## config.mk

```make
export PLATFORM = sky130hd
export DESIGN_NAME = ext_ram_frame_ctrl_flat
export DESIGN_NICKNAME = d
export VERILOG_FILES = /design/src/rtl/ext_ram_frame_ctrl_if.sv /design/src/rtl/ext_ram_frame_ctrl.sv /design/src/flat_wrapper.sv
export SDC_FILE = /design/constraint.sdc
export NUM_CORES = 1
export LEC_CHECK = 0
export CAP_MARGIN = 20
export CORE_ASPECT_RATIO = 1.1
export CORE_UTILIZATION = 30
export CTS_BUF_LIST = sky130_fd_sc_hd__clkbuf_4 sky130_fd_sc_hd__clkbuf_8 sky130_fd_sc_hd__clkbuf_16
export CTS_CLUSTER_DIAMETER = 30
export DETAILED_ROUTE_END_ITERATION = 7
export GPL_TIMING_DRIVEN = 0
export PLACE_DENSITY = 0.52
export SLEW_MARGIN = 20
export SYNTH_ARGS = -nofsm -noshare
export SYNTH_HDL_FRONTEND = slang
export SYNTH_SLANG_ARGS = --single-unit
```

## constraint.sdc

```tcl
create_clock -name clk -period 3 [get_ports clk]
set_clock_uncertainty 0.2 [all_clocks]
set_input_delay 0.6 -clock clk [delete_from_list [all_inputs] [get_ports clk]]
set_output_delay 0.6 -clock clk [all_outputs]
set_load 0.02 [all_outputs]
```

## src/rtl/ext_ram_frame_ctrl_if.sv

```systemverilog
// Bundle of stream, status and EXT_RAM pin signals for the frame buffer controller.
// The master modport is the controller's view; slave is the surrounding logic and RAM.
interface ext_ram_frame_ctrl_if #(
  parameter int DATA_WIDTH = 8,
  parameter int ADDR_WIDTH = 8
);
  logic                  flush;

  logic [DATA_WIDTH-1:0] s_data;
  logic                  s_valid;
  logic                  s_ready;

  logic [DATA_WIDTH-1:0] m_data;
  logic                  m_valid;
  logic                  m_last;
  logic                  m_ready;

  logic                  frame_done;
  logic                  busy;

  logic [ADDR_WIDTH-1:0] ram_address;
  logic [DATA_WIDTH-1:0] ram_data_in;
  logic                  ram_write_en;
  logic                  ram_chip_sel;
  logic [DATA_WIDTH-1:0] ram_data_out;

  modport master (
    input  flush, s_data, s_valid, m_ready, ram_data_out,
    output s_ready, m_data, m_valid, m_last, frame_done, busy,
           ram_address, ram_data_in, ram_write_en, ram_chip_sel
  );

  modport slave (
    output flush, s_data, s_valid, m_ready, ram_data_out,
    input  s_ready, m_data, m_valid, m_last, frame_done, busy,
           ram_address, ram_data_in, ram_write_en, ram_chip_sel
  );
endinterface

```

## src/rtl/ext_ram_frame_ctrl.sv

```systemverilog
// Frame buffer controller for the single-port EXT_RAM. One frame is written
// into addresses 0..FRAME_LEN-1 from the input stream, then read back in
// address order onto the output stream with the final word flagged.
module ext_ram_frame_ctrl #(
  parameter int DATA_WIDTH = 8,
  parameter int ADDR_WIDTH = 8,
  parameter int RAM_DEPTH  = 1 << ADDR_WIDTH,
  parameter int FRAME_LEN  = RAM_DEPTH
) (
  input logic                 clk,
  input logic                 rst,
  ext_ram_frame_ctrl_if.master bus
);

  typedef enum logic [1:0] {
    IDLE,
    FILL,
    DRAIN
  } state_t;

  // A frame can never be longer than the RAM, so an oversized setting is
  // limited to the RAM depth rather than wrapping the address space.
  localparam int LEN_INT = (FRAME_LEN > RAM_DEPTH) ? RAM_DEPTH : FRAME_LEN;
  localparam logic [ADDR_WIDTH:0] ONE  = {{ADDR_WIDTH{1'b0}}, 1'b1};
  localparam logic [ADDR_WIDTH:0] LEN  = (ADDR_WIDTH+1)'(LEN_INT);
  localparam logic [ADDR_WIDTH:0] LAST = LEN - ONE;

  state_t                state;
  logic [ADDR_WIDTH:0]   wr_ptr;
  logic [ADDR_WIDTH:0]   rd_ptr;
  logic [DATA_WIDTH-1:0] m_data_q;
  logic                  m_valid_q;
  logic                  m_last_q;
  logic                  frame_done_q;
  logic                  write;
  logic                  fetch;

  // RAM pin decode: a write while filling, a fetch while draining, never both.
  always_comb begin
    bus.s_ready      = (state != DRAIN) && !bus.flush;
    write            = bus.s_valid && bus.s_ready;
    fetch            = (state == DRAIN) && (rd_ptr < LEN) && (!m_valid_q || bus.m_ready);
    bus.ram_data_in  = bus.s_data;
    bus.ram_write_en = write;
    bus.ram_chip_sel = write || fetch;
    bus.ram_address  = '0;
    if (write) begin
      bus.ram_address = wr_ptr[ADDR_WIDTH-1:0];
    end else if (fetch) begin
      bus.ram_address = rd_ptr[ADDR_WIDTH-1:0];
    end
  end

  // Frame sequencing: pointers, output register and the done pulse.
  always_ff @(posedge clk or posedge rst) begin
    if (rst) begin
      state        <= IDLE;
      wr_ptr       <= '0;
      rd_ptr       <= '0;
      m_data_q     <= '0;
      m_valid_q    <= 1'b0;
      m_last_q     <= 1'b0;
      frame_done_q <= 1'b0;
    end else begin
      frame_done_q <= 1'b0;
      if (bus.flush) begin
        state     <= IDLE;
        wr_ptr    <= '0;
        rd_ptr    <= '0;
        m_valid_q <= 1'b0;
        m_last_q  <= 1'b0;
      end else begin
        case (state)
          IDLE: begin
            if (write) begin
              wr_ptr <= ONE;
              rd_ptr <= '0;
              state  <= (LEN == ONE) ? DRAIN : FILL;
            end
          end
          FILL: begin
            if (write) begin
              wr_ptr <= wr_ptr + ONE;
              if (wr_ptr == LAST) begin
                state  <= DRAIN;
                rd_ptr <= '0;
              end
            end
          end
          DRAIN: begin
            if (fetch) begin
              m_data_q  <= bus.ram_data_out;
              m_valid_q <= 1'b1;
              m_last_q  <= (rd_ptr == LAST);
              rd_ptr    <= rd_ptr + ONE;
            end else if (bus.m_ready) begin
              m_valid_q <= 1'b0;
              m_last_q  <= 1'b0;
            end
            if (m_valid_q && bus.m_ready && m_last_q) begin
              state        <= IDLE;
              wr_ptr       <= '0;
              frame_done_q <= 1'b1;
            end
          end
          default: begin
            state <= IDLE;
          end
        endcase
      end
    end
  end

  assign bus.m_data     = m_data_q;
  assign bus.m_valid    = m_valid_q;
  assign bus.m_last     = m_last_q;
  assign bus.frame_done = frame_done_q;
  assign bus.busy       = (state != IDLE);

endmodule
```

## src/flat_wrapper.sv

```systemverilog
// flat-port wrapper written by rule: the top's interface ports become plain ports
module ext_ram_frame_ctrl_flat 
#(
  parameter int DATA_WIDTH = 8,
  parameter int ADDR_WIDTH = 8,
  parameter int RAM_DEPTH  = 1 << ADDR_WIDTH,
  parameter int FRAME_LEN  = RAM_DEPTH
)
  (clk, rst, bus_flush, bus_s_data, bus_s_valid, bus_m_ready, bus_ram_data_out, bus_s_ready, bus_m_data, bus_m_valid, bus_m_last, bus_frame_done, bus_busy, bus_ram_address, bus_ram_data_in, bus_ram_write_en, bus_ram_chip_sel);
  ext_ram_frame_ctrl_if #(.DATA_WIDTH(DATA_WIDTH), .ADDR_WIDTH(ADDR_WIDTH)) bus_i ();
  input logic clk;
  input logic rst;
  input wire logic [$bits(bus_i.flush)-1:0] bus_flush;
  input wire logic [$bits(bus_i.s_data)-1:0] bus_s_data;
  input wire logic [$bits(bus_i.s_valid)-1:0] bus_s_valid;
  input wire logic [$bits(bus_i.m_ready)-1:0] bus_m_ready;
  input wire logic [$bits(bus_i.ram_data_out)-1:0] bus_ram_data_out;
  output wire logic [$bits(bus_i.s_ready)-1:0] bus_s_ready;
  output wire logic [$bits(bus_i.m_data)-1:0] bus_m_data;
  output wire logic [$bits(bus_i.m_valid)-1:0] bus_m_valid;
  output wire logic [$bits(bus_i.m_last)-1:0] bus_m_last;
  output wire logic [$bits(bus_i.frame_done)-1:0] bus_frame_done;
  output wire logic [$bits(bus_i.busy)-1:0] bus_busy;
  output wire logic [$bits(bus_i.ram_address)-1:0] bus_ram_address;
  output wire logic [$bits(bus_i.ram_data_in)-1:0] bus_ram_data_in;
  output wire logic [$bits(bus_i.ram_write_en)-1:0] bus_ram_write_en;
  output wire logic [$bits(bus_i.ram_chip_sel)-1:0] bus_ram_chip_sel;
  assign bus_i.flush = bus_flush;
  assign bus_i.s_data = bus_s_data;
  assign bus_i.s_valid = bus_s_valid;
  assign bus_i.m_ready = bus_m_ready;
  assign bus_i.ram_data_out = bus_ram_data_out;
  assign bus_s_ready = bus_i.s_ready;
  assign bus_m_data = bus_i.m_data;
  assign bus_m_valid = bus_i.m_valid;
  assign bus_m_last = bus_i.m_last;
  assign bus_frame_done = bus_i.frame_done;
  assign bus_busy = bus_i.busy;
  assign bus_ram_address = bus_i.ram_address;
  assign bus_ram_data_in = bus_i.ram_data_in;
  assign bus_ram_write_en = bus_i.ram_write_en;
  assign bus_ram_chip_sel = bus_i.ram_chip_sel;
  ext_ram_frame_ctrl #(.DATA_WIDTH(DATA_WIDTH), .ADDR_WIDTH(ADDR_WIDTH), .RAM_DEPTH(RAM_DEPTH), .FRAME_LEN(FRAME_LEN)) u_core (.clk(clk), .rst(rst), .bus(bus_i));
endmodule
```

After elaboration in Yosys (flattened, before gate mapping). Cells that the tools add are included.

Add/subtract/negate cells: 2. Magnitude comparators: 1. Equal/unequal tests: 10. Mux-type cells: 29. Bitwise operators: 1. Reductions and logical operators: 20.

Operator list (count): $mux W9 (9); $pmux W9 S3 (2); $add A9 B1 Y9 const B (2); $eq A9 B8 Y1 const B (2); $mux W8 (2); $mux W1 (10); $mux W2 (5); $lt A9 B9 Y1 const B (1); $ne A3 B3 Y1 const B (3); $reduce_and A4 Y1 (2); $logic_and A1 B1 Y1 (6); $ne A3 B2 Y1 const B (2); $pmux W2 S3 (1); $reduce_and A5 Y1 (1); $reduce_bool A2 Y1 (2); $reduce_bool A4 Y1 (1); $reduce_and A3 Y1 (1); $reduce_bool A3 Y1 (1); $eq A2 B1 Y1 const B (1); $eq A2 B2 Y1 const B (1); $logic_not A1 Y1 (2); $logic_not A2 Y1 (1); $logic_or A1 B1 Y1 (2); $ne A2 B2 Y1 const B (1); other kinds (2) (2).

Register bits: 31. Input bits: 21. Output and inout port bits: 31. Word-level logic and storage cells: 70.

Logic depth before layout (Yosys ltp). Gate-level depths: netlist of the first run.

Depth after elaboration: 6. Gate-level depth with buffers: 11. Depth with buffers taken out: 10.

Least setup slack after synthesis of the first run. OpenSTA, ideal clock, no wires.

Path type: input to output. Start point: in bus_flush. End point: out bus_ram_address[0]. Data arrival time: 1.843 ns. Data required time: 2.200 ns. Path slack: 0.357 ns. Stages on the path: 6. Cells stage by stage: buf_4 -> nor2_1 -> nand2_1 -> clkinv_1 -> nand2_1 -> nand2_1.

Longest elaborated chain between the ends: 4.

RTL lines: start, declared (RTL line flat_wrapper.sv:13) `input wire logic [$bits(bus_i.flush)-1:0] bus_flush;`; $logic_not A1 Y1 (RTL line ext_ram_frame_ctrl.sv:40) `bus.s_ready = (state != DRAIN) && !bus.flush;`; $logic_and A1 B1 Y1 (RTL line ext_ram_frame_ctrl.sv:40); via bus_s_ready (RTL line flat_wrapper.sv:18) `output wire logic [$bits(bus_i.s_ready)-1:0] bus_s_ready;`; $logic_and A1 B1 Y1 (RTL line ext_ram_frame_ctrl.sv:41) `write = bus.s_valid && bus.s_ready;`; via bus_ram_write_en (RTL line flat_wrapper.sv:26) `output wire logic [$bits(bus_i.ram_write_en)-1:0] bus_ram_write_en;`; $mux W8 (RTL line ext_ram_frame_ctrl.sv:47) `if (write) begin`; end, declared (RTL line flat_wrapper.sv:24) `output wire logic [$bits(bus_i.ram_address)-1:0] bus_ram_address;`.

The timed path passes the listed nets, and every way through them passes these cells.

Worst setup path in the final report of the first run.
Start point: in bus_m_ready. End point: out bus_ram_chip_sel.

Longest elaborated chain between the ends: 3.

RTL lines: start, declared (RTL line flat_wrapper.sv:16) `input wire logic [$bits(bus_i.m_ready)-1:0] bus_m_ready;`; $logic_or A1 B1 Y1 (RTL line ext_ram_frame_ctrl.sv:42) `fetch = (state == DRAIN) && (rd_ptr < LEN) && (!m_valid_q || bus.m_ready);`; $logic_and A1 B1 Y1 (RTL line ext_ram_frame_ctrl.sv:42); $logic_or A1 B1 Y1 (RTL line ext_ram_frame_ctrl.sv:45) `bus.ram_chip_sel = write || fetch;`; end, declared (RTL line flat_wrapper.sv:27) `output wire logic [$bits(bus_i.ram_chip_sel)-1:0] bus_ram_chip_sel;`.

No other way between the ends.

==> results.env, run 1 <==
VIAS_PER_CELL=4.84
UNREPAIRED_SETUP_ENDPOINTS_AFTER_GLOBAL_ROUTING='no'
FINALINSTANCEAREA_MM2=0.00258
SYNTH.LIB_CELLS_USED.DISTINCT=43
CLK_PATH_BUF_DEPTH=2
LAYOUT-DRIVE-GT1-SHARE=0.210
START_UTIL=0.318
HPWL_UM=3260
CLOCK_INSERTION_DELAY_WORST_SKEW_NS=0.28
POSTSYNTHNETCOUNT=235
POST_SYNTH_INSTANCE_AREA_MM2=0.00188
REPORT.FINAL.SLEW_VIOL_COUNT=0
TIMING_WORST_SETUP_PATH_TYPE='in2out'
WORST_SETUP_HOLD_PATH_CLK_SLEW_NS=0.07
POWER.SHARE.SEQUENTIAL=0.310
MAXIMUM_VDD_IR_DROP_mV=0.438
MIN_PERIOD_NS=2.82
FINAL_CELLS=334
DRT_WL_TOTAL_UM=4460
AREA.SEQUENTIAL_UM2=776
MULTI_INPUT_AREA_UM2=983
CTSROOTBUFFERMASTER='clkbuf_8'
CRITICAL_PATH.MAX_FANOUT=4
INTERNAL_POWER_uW=1120
TRITONCTS.NUM_BUFFERS=5
OVERFLOW=0
SYN-INSTANCE-COUNT=205
CLOCK-SINKS=31
ANTENNA_CELLS=0
DIE_WIDTH_UM=77.5
FINAL-HOLD-VIOLATION-COUNT=0
YOSYS_WARNINGS=0
OUTCOME='complete, no violations'
COMBINATIONALPOWERSHARE=0.446
ROWS=29
LAYOUT_WORST_PATH_CYCLE_SHARE=0.940
POST-ROUTE-DRC-COUNT=0
CTS.HOLD.BUFFERS_ADDED=0
VIAS_IN_THE_FIRST_GLOBAL_ROUTE=1561
MOST-COMMON-LAYOUT-CELLS='clkdlybuf4s50_1 (32), dfrtp_1 (31), nand2_1 (27)'
HTREEDEPTH=2
PORTBUFFERS=43
YS_SEQ_ELEMENTS=31
PIN_COUNT=52
DIE_HEIGHT_UM=85.1
POWER_LEAKAGE_uW=0.00113
GRT_FIRST_PASS_WIRELENGTH_UM=7480
FLOW.AREA_GROWTH_FROM_SYNTHESIS_PCT=36.9
KIND_OF_END_POINT_OF_THE_CRITICAL_PATH='output pin'
NETSWITCHINGPOWER_uW=649
POWER_PER_CELL_AREA_mW_PER_MM2=686
LAYOUT_COMMONEST_CELL='clkdlybuf4s50_1'
ASYNC_RESET_FF_FRAC=1.00
TRITONCTS='done'
DRT_FIRST_ITER_VIOLATIONS=105
DESIGN.DIE.AREA_MM2=0.00659
FINALCOREUTILIZATION=0.436
GP_CONGESTION=0.802
NUMBER_OF_ENABLE_TYPE_REGISTER_CELLS_IN_THE_SYNTHESIZED_NETLIST=0
SETUP-VIOLATIONS-FINAL=0
DR_TOTAL_VIAS=1616
ANTENNA_VIOLATING_NETS_POST_ROUTE=0
MAX_FREQ_MHz=354
INITIAL_ANTENNA_VIOLATION_COUNT=0
POST_SYNTH.CELL_AREA_AVG_UM2=9.18
WORSTHOLDPATHTYPE='reg2reg'
CAP_VIOL_MAX_COUNT=0
POWER.SHARE.CLOCK=0.244
NUM-NETS-FINAL=286
POST-PLACE-CELLS=325
POSTSYNTH.TOPFLOPCELL='dfrtp_1'
DPL_CELL_AREA_MM2=0.00241
FILLER_CELL_COUNT=577
SLEW_HEADROOM=0.560
WORST-ENDPOINT-ARRIVAL_NS=2.02
MAXIMUM_NUMBER_OF_PINS_ON_ONE_NET_BEFORE_GLOBAL_ROUTE_REPAIR=32
AVGROUTEDWIREPERCELL_UM=13.4
SYNTH-SEQ-AREA-SHARE=0.412
POWER.SWITCHING_FRACTION=0.367
CORE_REGION_AREA_MM2=0.00591
CP_DATA_REQUIRED_TIME_NS=2.20
GRT_UTIL_ALL_LAYERS=0.144
STARTPOINT_TYPE_OF_THE_WORST_SETUP_PATH='input pin'
FIRST_DRT_PASS_ITERATION_COUNT=4
WORST_SLEW_PIN_SLEW_NS=0.660
what timing repair did:
| action | CTS | global route |
|---|---|---|
| pin swaps | 1 | 0 |
| gates cloned | 0 | 0 |
| setup endpoints to repair | 10 | 9 |
| buffers inserted | 1 | 0 |
| gates resized for setup | 31 | 4 |
Yosys cell counts (2+ instances only):
library cell | n | share of area
nand2_1 | 28 | 0.056
o31ai_1 | 5 | 0.020
a21oi_1 | 6 | 0.016
dfrtp_1 | 31 | 0.41
nor2_1 | 11 | 0.022
o21ai_0 | 17 | 0.045
or3_1 | 6 | 0.020
a31oi_1 | 2 | 0.0066
mux2_2 | 9 | 0.054
buf_4 | 9 | 0.036
and3_1 | 4 | 0.013
nand2b_1 | 5 | 0.017
inv_1 | 10 | 0.020
ha_1 | 9 | 0.060
nor3_1 | 2 | 0.0053
nor2b_1 | 4 | 0.013
nand3_1 | 15 | 0.040
a21oi_2 | 2 | 0.0093
buf_2 | 3 | 0.0080
nand4_1 | 3 | 0.010
and2b_1 | 2 | 0.0080
stage by stage:
step           setup slack (ns)  hold slack [ns]  total power, µW  setup TNS [ns]
2_1_floorplan             0.357            0.249             1050               0
3_3_place_gp             -0.600            0.265             1330           -5.51
3_5_place_dp             -0.600            0.271             1330           -5.44
4_1_cts                  0.0203            0.288             1780               0
5_1_grt                 0.00322            0.327             1890               0
6_report                  0.179            0.288             1770               0
path summary, 6_finish.rpt:
path                                  start              endpoint  slack, ns  depth (start not counted)
min in group asynchronous               rst  u_core.bus.m_data[1]       0.54                          2
min reg2reg                u_core.wr_ptr[8]      u_core.wr_ptr[8]       0.29                          2
max reg2reg                u_core.wr_ptr[0]      u_core.rd_ptr[8]       0.32                          8
max in group asynchronous               rst      u_core.wr_ptr[7]       1.63                          2
max                             bus_m_ready      bus_ram_chip_sel       0.18                          5
min                        u_core.wr_ptr[8]      u_core.wr_ptr[8]       0.29                          2
area by class of cell:
| class | count | share of cell area |
|---|---|---|
| Multi-Input combinational cell | 150 | 0.382 |
| Inverter | 11 | 0.0165 |
| Buffer | 13 | 0.0389 |
| Sequential cell | 31 | 0.301 |
| Clock inverter | 2 | 0.0136 |
| Clock buffer | 6 | 0.0321 |
| Tap cell | 77 | 0.0374 |
| Timing Repair Buffer | 44 | 0.179 |
flip-flops by register name (all words and copies together) (netlist names):
register               count
u_core.bus.frame_done      1
u_core.bus.m_last          1
u_core.wr_ptr              9
u_core.state               2
u_core.bus.m_valid         1
u_core.bus.m_data          8
u_core.rd_ptr              9
cells by family (layout without fill, tap and decap cells):
kind of cell | Yosys count | after routing | share of synthesized area
adder cells (fa/ha/maj) | 9 | 9 | 0.0598
flip-flops | 31 | 31 | 0.412
AND/OR/NAND/NOR | 88 | 88 | 0.249
AO/OA/AOI/OAI | 41 | 41 | 0.136
multiplexers | 11 | 11 | 0.0665
buffers and inverters | 24 | 76 | 0.0718
XOR/XNOR | 1 | 1 | 0.00466
power by group through the flow:
stage | Combinational (µW) | Clock (µW) | Sequential, µW
4_1_cts | 786 | 441 | 549
5_1_grt | 858 | 469 | 564
2_1_floorplan | 436 | 0 | 617
3_3_place_gp | 772 | 0 | 553
3_5_place_dp | 776 | 0 | 557
6_report | 788 | 431 | 549
critical path: stages:
cell and delay (ns):
clkdlybuf4s50_1 0.53, nor2b_1 0.10, or3_4 0.37, nand2_1 0.09
dlygate4sd2_1 0.33
layer usage:
metal | vias up | GRT usage | part of all wire
met5 | - | 0 | 0
met4 | 0 | 0.0600 | 0.013
met3 | 6 | 0.0323 | 0.052
met2 | 48 | 0.221 | 0.44
met1 | 753 | 0.195 | 0.50
li1 | 809 | - | -
Power figures use the tool's default switching activity.
==> run 2, diff against run 1 <==
--- a/config.mk
+++ b/config.mk
@@ -12,7 +12,7 @@
 export CTS_CLUSTER_DIAMETER = 30
 export DETAILED_ROUTE_END_ITERATION = 7
 export GPL_TIMING_DRIVEN = 0
-export PLACE_DENSITY = 0.52
+export PLACE_DENSITY = 0.54
 export SLEW_MARGIN = 20
 export SYNTH_ARGS = -nofsm -noshare
 export SYNTH_HDL_FRONTEND = slang
==> constraint.sdc (replaced) <==
create_clock -name clk -period 2.3 [get_ports clk]
set_clock_uncertainty 0.2 [all_clocks]
set_input_delay 0.46 -clock clk [delete_from_list [all_inputs] [get_ports clk]]
set_output_delay 0.46 -clock clk [all_outputs]
set_load 0.02 [all_outputs]
==> run 2 against run 1 <==
Compared with the run above: the flow now finishes with violations (negative setup slack); clock power increased by 32%; worst setup slack worse by 0.20 ns; power is 51% higher; final area up 16%; global-route usage up 2.0 points; die area did not move; critical endpoint is now u_core.rd_ptr[6]; highest routed layer unchanged; combinational power rose by 76%; sequential share of layout area shrank 4.0 points; sequential cell count stayed put; sequential power increased by 31%; hold slack got worse by 0.0020 ns; utilization grew 6.8 points.
==> results.env, run 2 (synthesized netlist as in run 1, its figures left out) <==
CRIT_SLOWEST_CELL='dfrtp_1'
GRT_FIRST_PASS_WIRELENGTH_UM=8380  # +12%
DIE_HEIGHT_UM=85.1  # unchanged
KIND_OF_END_POINT_OF_THE_CRITICAL_PATH='flip-flop'
INTERNAL_POWER_uW=1670  # +49%
REPORT.FINAL.SLEW_VIOL_COUNT=0  # unchanged
TIMING.HOLD.WORST_ENDPOINT='u_core.wr_ptr[8]'
START_UTIL=0.318  # unchanged
CLK_PATH_BUF_DEPTH=2  # unchanged
HPWL_UM=3290  # +0.93%
GRT_UTIL_ALL_LAYERS=0.165  # +0.0205
COMBINATIONALPOWERSHARE=0.519  # +0.073
FINAL_CELLS=355  # +6.3%
LAYOUT-DRIVE-GT1-SHARE=0.396  # +0.186
WORSTHOLDPATHTYPE='reg2reg'
MAXIMUM_VDD_IR_DROP_mV=0.613  # +40%
WORSTREGTOREGCELLS=10  # +2
POST-ROUTE-DRC-COUNT=0  # unchanged
ANTENNA_VIOLATING_NETS_POST_ROUTE=0  # unchanged
DESIGN.DIE.AREA_MM2=0.00659  # unchanged
LAYOUT_COMMONEST_CELL='dfrtp_1'
OVERFLOW=0  # unchanged
VIOLATIONS_IN_THE_FINAL_REPORTS='negative setup slack'
VIAS_PER_CELL=4.95  # +2.4%
AVGROUTEDWIREPERCELL_UM=14.5  # +8.5%
PLACEMENT.SETUP.WORST_SLACK_NS=-0.894  # -0.294 ns
DESIGN_POWER_TOTAL_uW=2670  # +51%
CP_SLOWEST_STAGE_DELAY_NS=0.39  # -0.14 ns
VIAS_IN_THE_FIRST_GLOBAL_ROUTE=1656  # +6.1%
FINAL-HOLD-VIOLATION-COUNT=0  # unchanged
NUM-NETS-FINAL=307  # +7.3%
WORST_SLEW_PIN_SLEW_NS=0.675  # +0.0155 ns
SETUP-VIOLATIONS-FINAL=4  # +4
TIMING.RR.START='u_core.wr_ptr[1]'
POWER.SWITCHING_FRACTION=0.376  # +0.00930
STARTPOINT_TYPE_OF_THE_WORST_SETUP_PATH='flip-flop'
FIRST_DRT_PASS_ITERATION_COUNT=4  # unchanged
PIN_COUNT=52  # unchanged
DRT_WL_TOTAL_UM=5140  # +15%
DRT_FIRST_ITER_VIOLATIONS=88  # -16%
ROWS=29  # unchanged
MIN_PERIOD_NS=2.32
CLOCK_INSERTION_DELAY_WORST_SKEW_NS=0.29  # about the same
HTREEDEPTH=2  # unchanged
POWER.SHARE.SEQUENTIAL=0.269  # -0.041
CORE_REGION_AREA_MM2=0.00591  # unchanged
CTSROOTBUFFERMASTER='clkbuf_8'
TIMING_WORST_SETUP_PATH_TYPE='reg2reg'
TIMING.RR.END='u_core.rd_ptr[6]'
FLOW.AREA_GROWTH_FROM_SYNTHESIS_PCT=58.4
POWER_LEAKAGE_uW=0.00127  # +12%
CELL_BY_CELL_LISTING_OF_THE_CRITICAL_PATH='ha_4, and3_4, and3_4, and3_4, ha_4, inv_4, o21ai_4, nand3_4, or3_1, a21oi_1'
CTS.HOLD.BUFFERS_ADDED=0  # unchanged
NETSWITCHINGPOWER_uW=1000  # +55%
CRITICAL_PATH.MAX_FANOUT=7  # +3
HOLDPATHSTAGES=2  # unchanged
LAYOUT_WORST_PATH_CYCLE_SHARE=1.01
WORST_SETUP_HOLD_PATH_CLK_SLEW_NS=0.07  # about the same
FINAL.SETUP.WORST_SLACK_NS=-0.0225  # -0.201 ns
DIE_WIDTH_UM=77.5  # unchanged
CRITICAL_PATH.MOST_COMMON_CELL='and3_4'
ANTENNA_CELLS=0  # unchanged
CPLARGESTDELAYFAMILY='simple AND/OR/NAND/NOR gates'
POWER_PER_CELL_AREA_mW_PER_MM2=896  # +31%
OUTCOME='complete, but fails checks'
CLOCK-SINKS=31  # unchanged
GP_CONGESTION=0.739  # -7.8%
CAP_VIOL_MAX_COUNT=0  # unchanged
PORTBUFFERS=43  # unchanged
MAXIMUM_NUMBER_OF_PINS_ON_ONE_NET_BEFORE_GLOBAL_ROUTE_REPAIR=32  # unchanged
TRITONCTS.NUM_BUFFERS=5  # unchanged
CP_DATA_REQUIRED_TIME_NS=2.32  # +0.12 ns
INITIAL_ANTENNA_VIOLATION_COUNT=0  # unchanged
MAX_FREQ_MHz=431
SETUP.REG_TO_REG.WORST_SLACK_NS=-0.02  # -0.34 ns
SLEW_HEADROOM=0.549  # -0.0103
TRITONCTS='done'
UNREPAIRED_SETUP_ENDPOINTS_AFTER_GLOBAL_ROUTING='yes'
HOLD_START='u_core.wr_ptr[8]'
WORST-ENDPOINT-ARRIVAL_NS=2.34  # +0.32 ns
PATH_BUF_INV=1  # -1
POST-PLACE-CELLS=325  # unchanged
POWER.SHARE.CLOCK=0.212  # -0.032
DR_TOTAL_VIAS=1758  # +8.8%
FILLER_CELL_COUNT=552  # -4.3%
MOST-COMMON-LAYOUT-CELLS='dfrtp_1 (30), clkdlybuf4s50_1 (28), buf_4 (25)'
run 2: cell types whose count changed in the layout (fill, tap and decap cells not counted), moves of 4 or more:
cell             previous run  this run
buf_4                       9        25
buf_6                       2        15
nand2_1                    27        17
nand2_2                     1        10
clkdlybuf4s15_2             8         0
nand3_1                    15         7
o21ai_0                    17        12
o21ai_1                     1         6
clkdlybuf4s50_1            32        28
ha_4                        0         4
nand3_2                     1         5
nand3_4                     0         4
run 2: routing by layer:
metal	GRT usage	part of all wire
met5	0	0
met4	0.0446	0.0097
met1	0.219	0.47
met2	0.262	0.46
met3	0.0452	0.053
run 2: repair_timing:
item / CTS / global route
setup buffers: 14 / 5
cloned: 4 / 0
pin swaps: 23 / 18
setup endpoints to repair: 22 / 28
resized for setup: 106 / 23
run 2: final cells by class:
| class | instances | area [µm²] | area share |
|---|---|---|---|
| Sequential cell | 31 | 777 | 0.261 |
| Multi-Input combinational cell | 151 | 1220 | 0.409 |
| Timing Repair inverter | 1 | 8.76 | 0.00294 |
| Clock inverter | 2 | 35.0 | 0.0118 |
| Inverter | 11 | 51.3 | 0.0172 |
| Timing Repair Buffer | 64 | 612 | 0.205 |
| Clock buffer | 6 | 82.6 | 0.0277 |
| Tap cell | 77 | 96.3 | 0.0323 |
| Buffer | 12 | 98.8 | 0.0332 |
run 2: worst max-delay path by stage:
stage	end	slack, ns	cells after the start	startpoint
after floorplan	u_core.state[0]	0.003	9	u_core.wr_ptr[0]
after global placement	bus_ram_address[0]	-0.88	8	bus_flush
after detailed placement	bus_ram_address[1]	-0.89	8	bus_flush
after CTS	u_core.rd_ptr[3]	-0.02	10	u_core.wr_ptr[0]
after global routing	u_core.rd_ptr[6]	-0.14	10	u_core.wr_ptr[0]
final	u_core.rd_ptr[6]	-0.02	10	u_core.wr_ptr[1]
run 2: power by group through the flow:
stage / Combinational [µW] / Clock [µW] / Sequential, µW
floorplan: 571 / 0 / 804
global placement: 1000 / 0 / 720
detailed placement: 1010 / 0 / 725
CTS: 1280 / 581 / 718
global route: 1480 / 601 / 735
finish: 1390 / 567 / 718
run 2: worst reg2reg max path: cells and delay by family, from the launching register on:
family          cells  cell delay [ns]
simple gates        5             1.05
fa+ha+maj           2             0.31
buf+inv             1             0.04
flops               1             0.39
compound gates      2             0.27
run 2: metrics by stage:
step                      utilization  cell area [µm²]  setup TNS (ns)  hold WS, ns
after floorplan                     -             1900               0        0.249
after global placement          0.410             2430          -10.89        0.263
after detailed placement        0.410             2430          -11.05        0.277
after CTS                       0.484             2860         -0.0914        0.291
after global routing            0.504             2980           -1.13        0.310
final                           0.504             2980         -0.0501        0.286
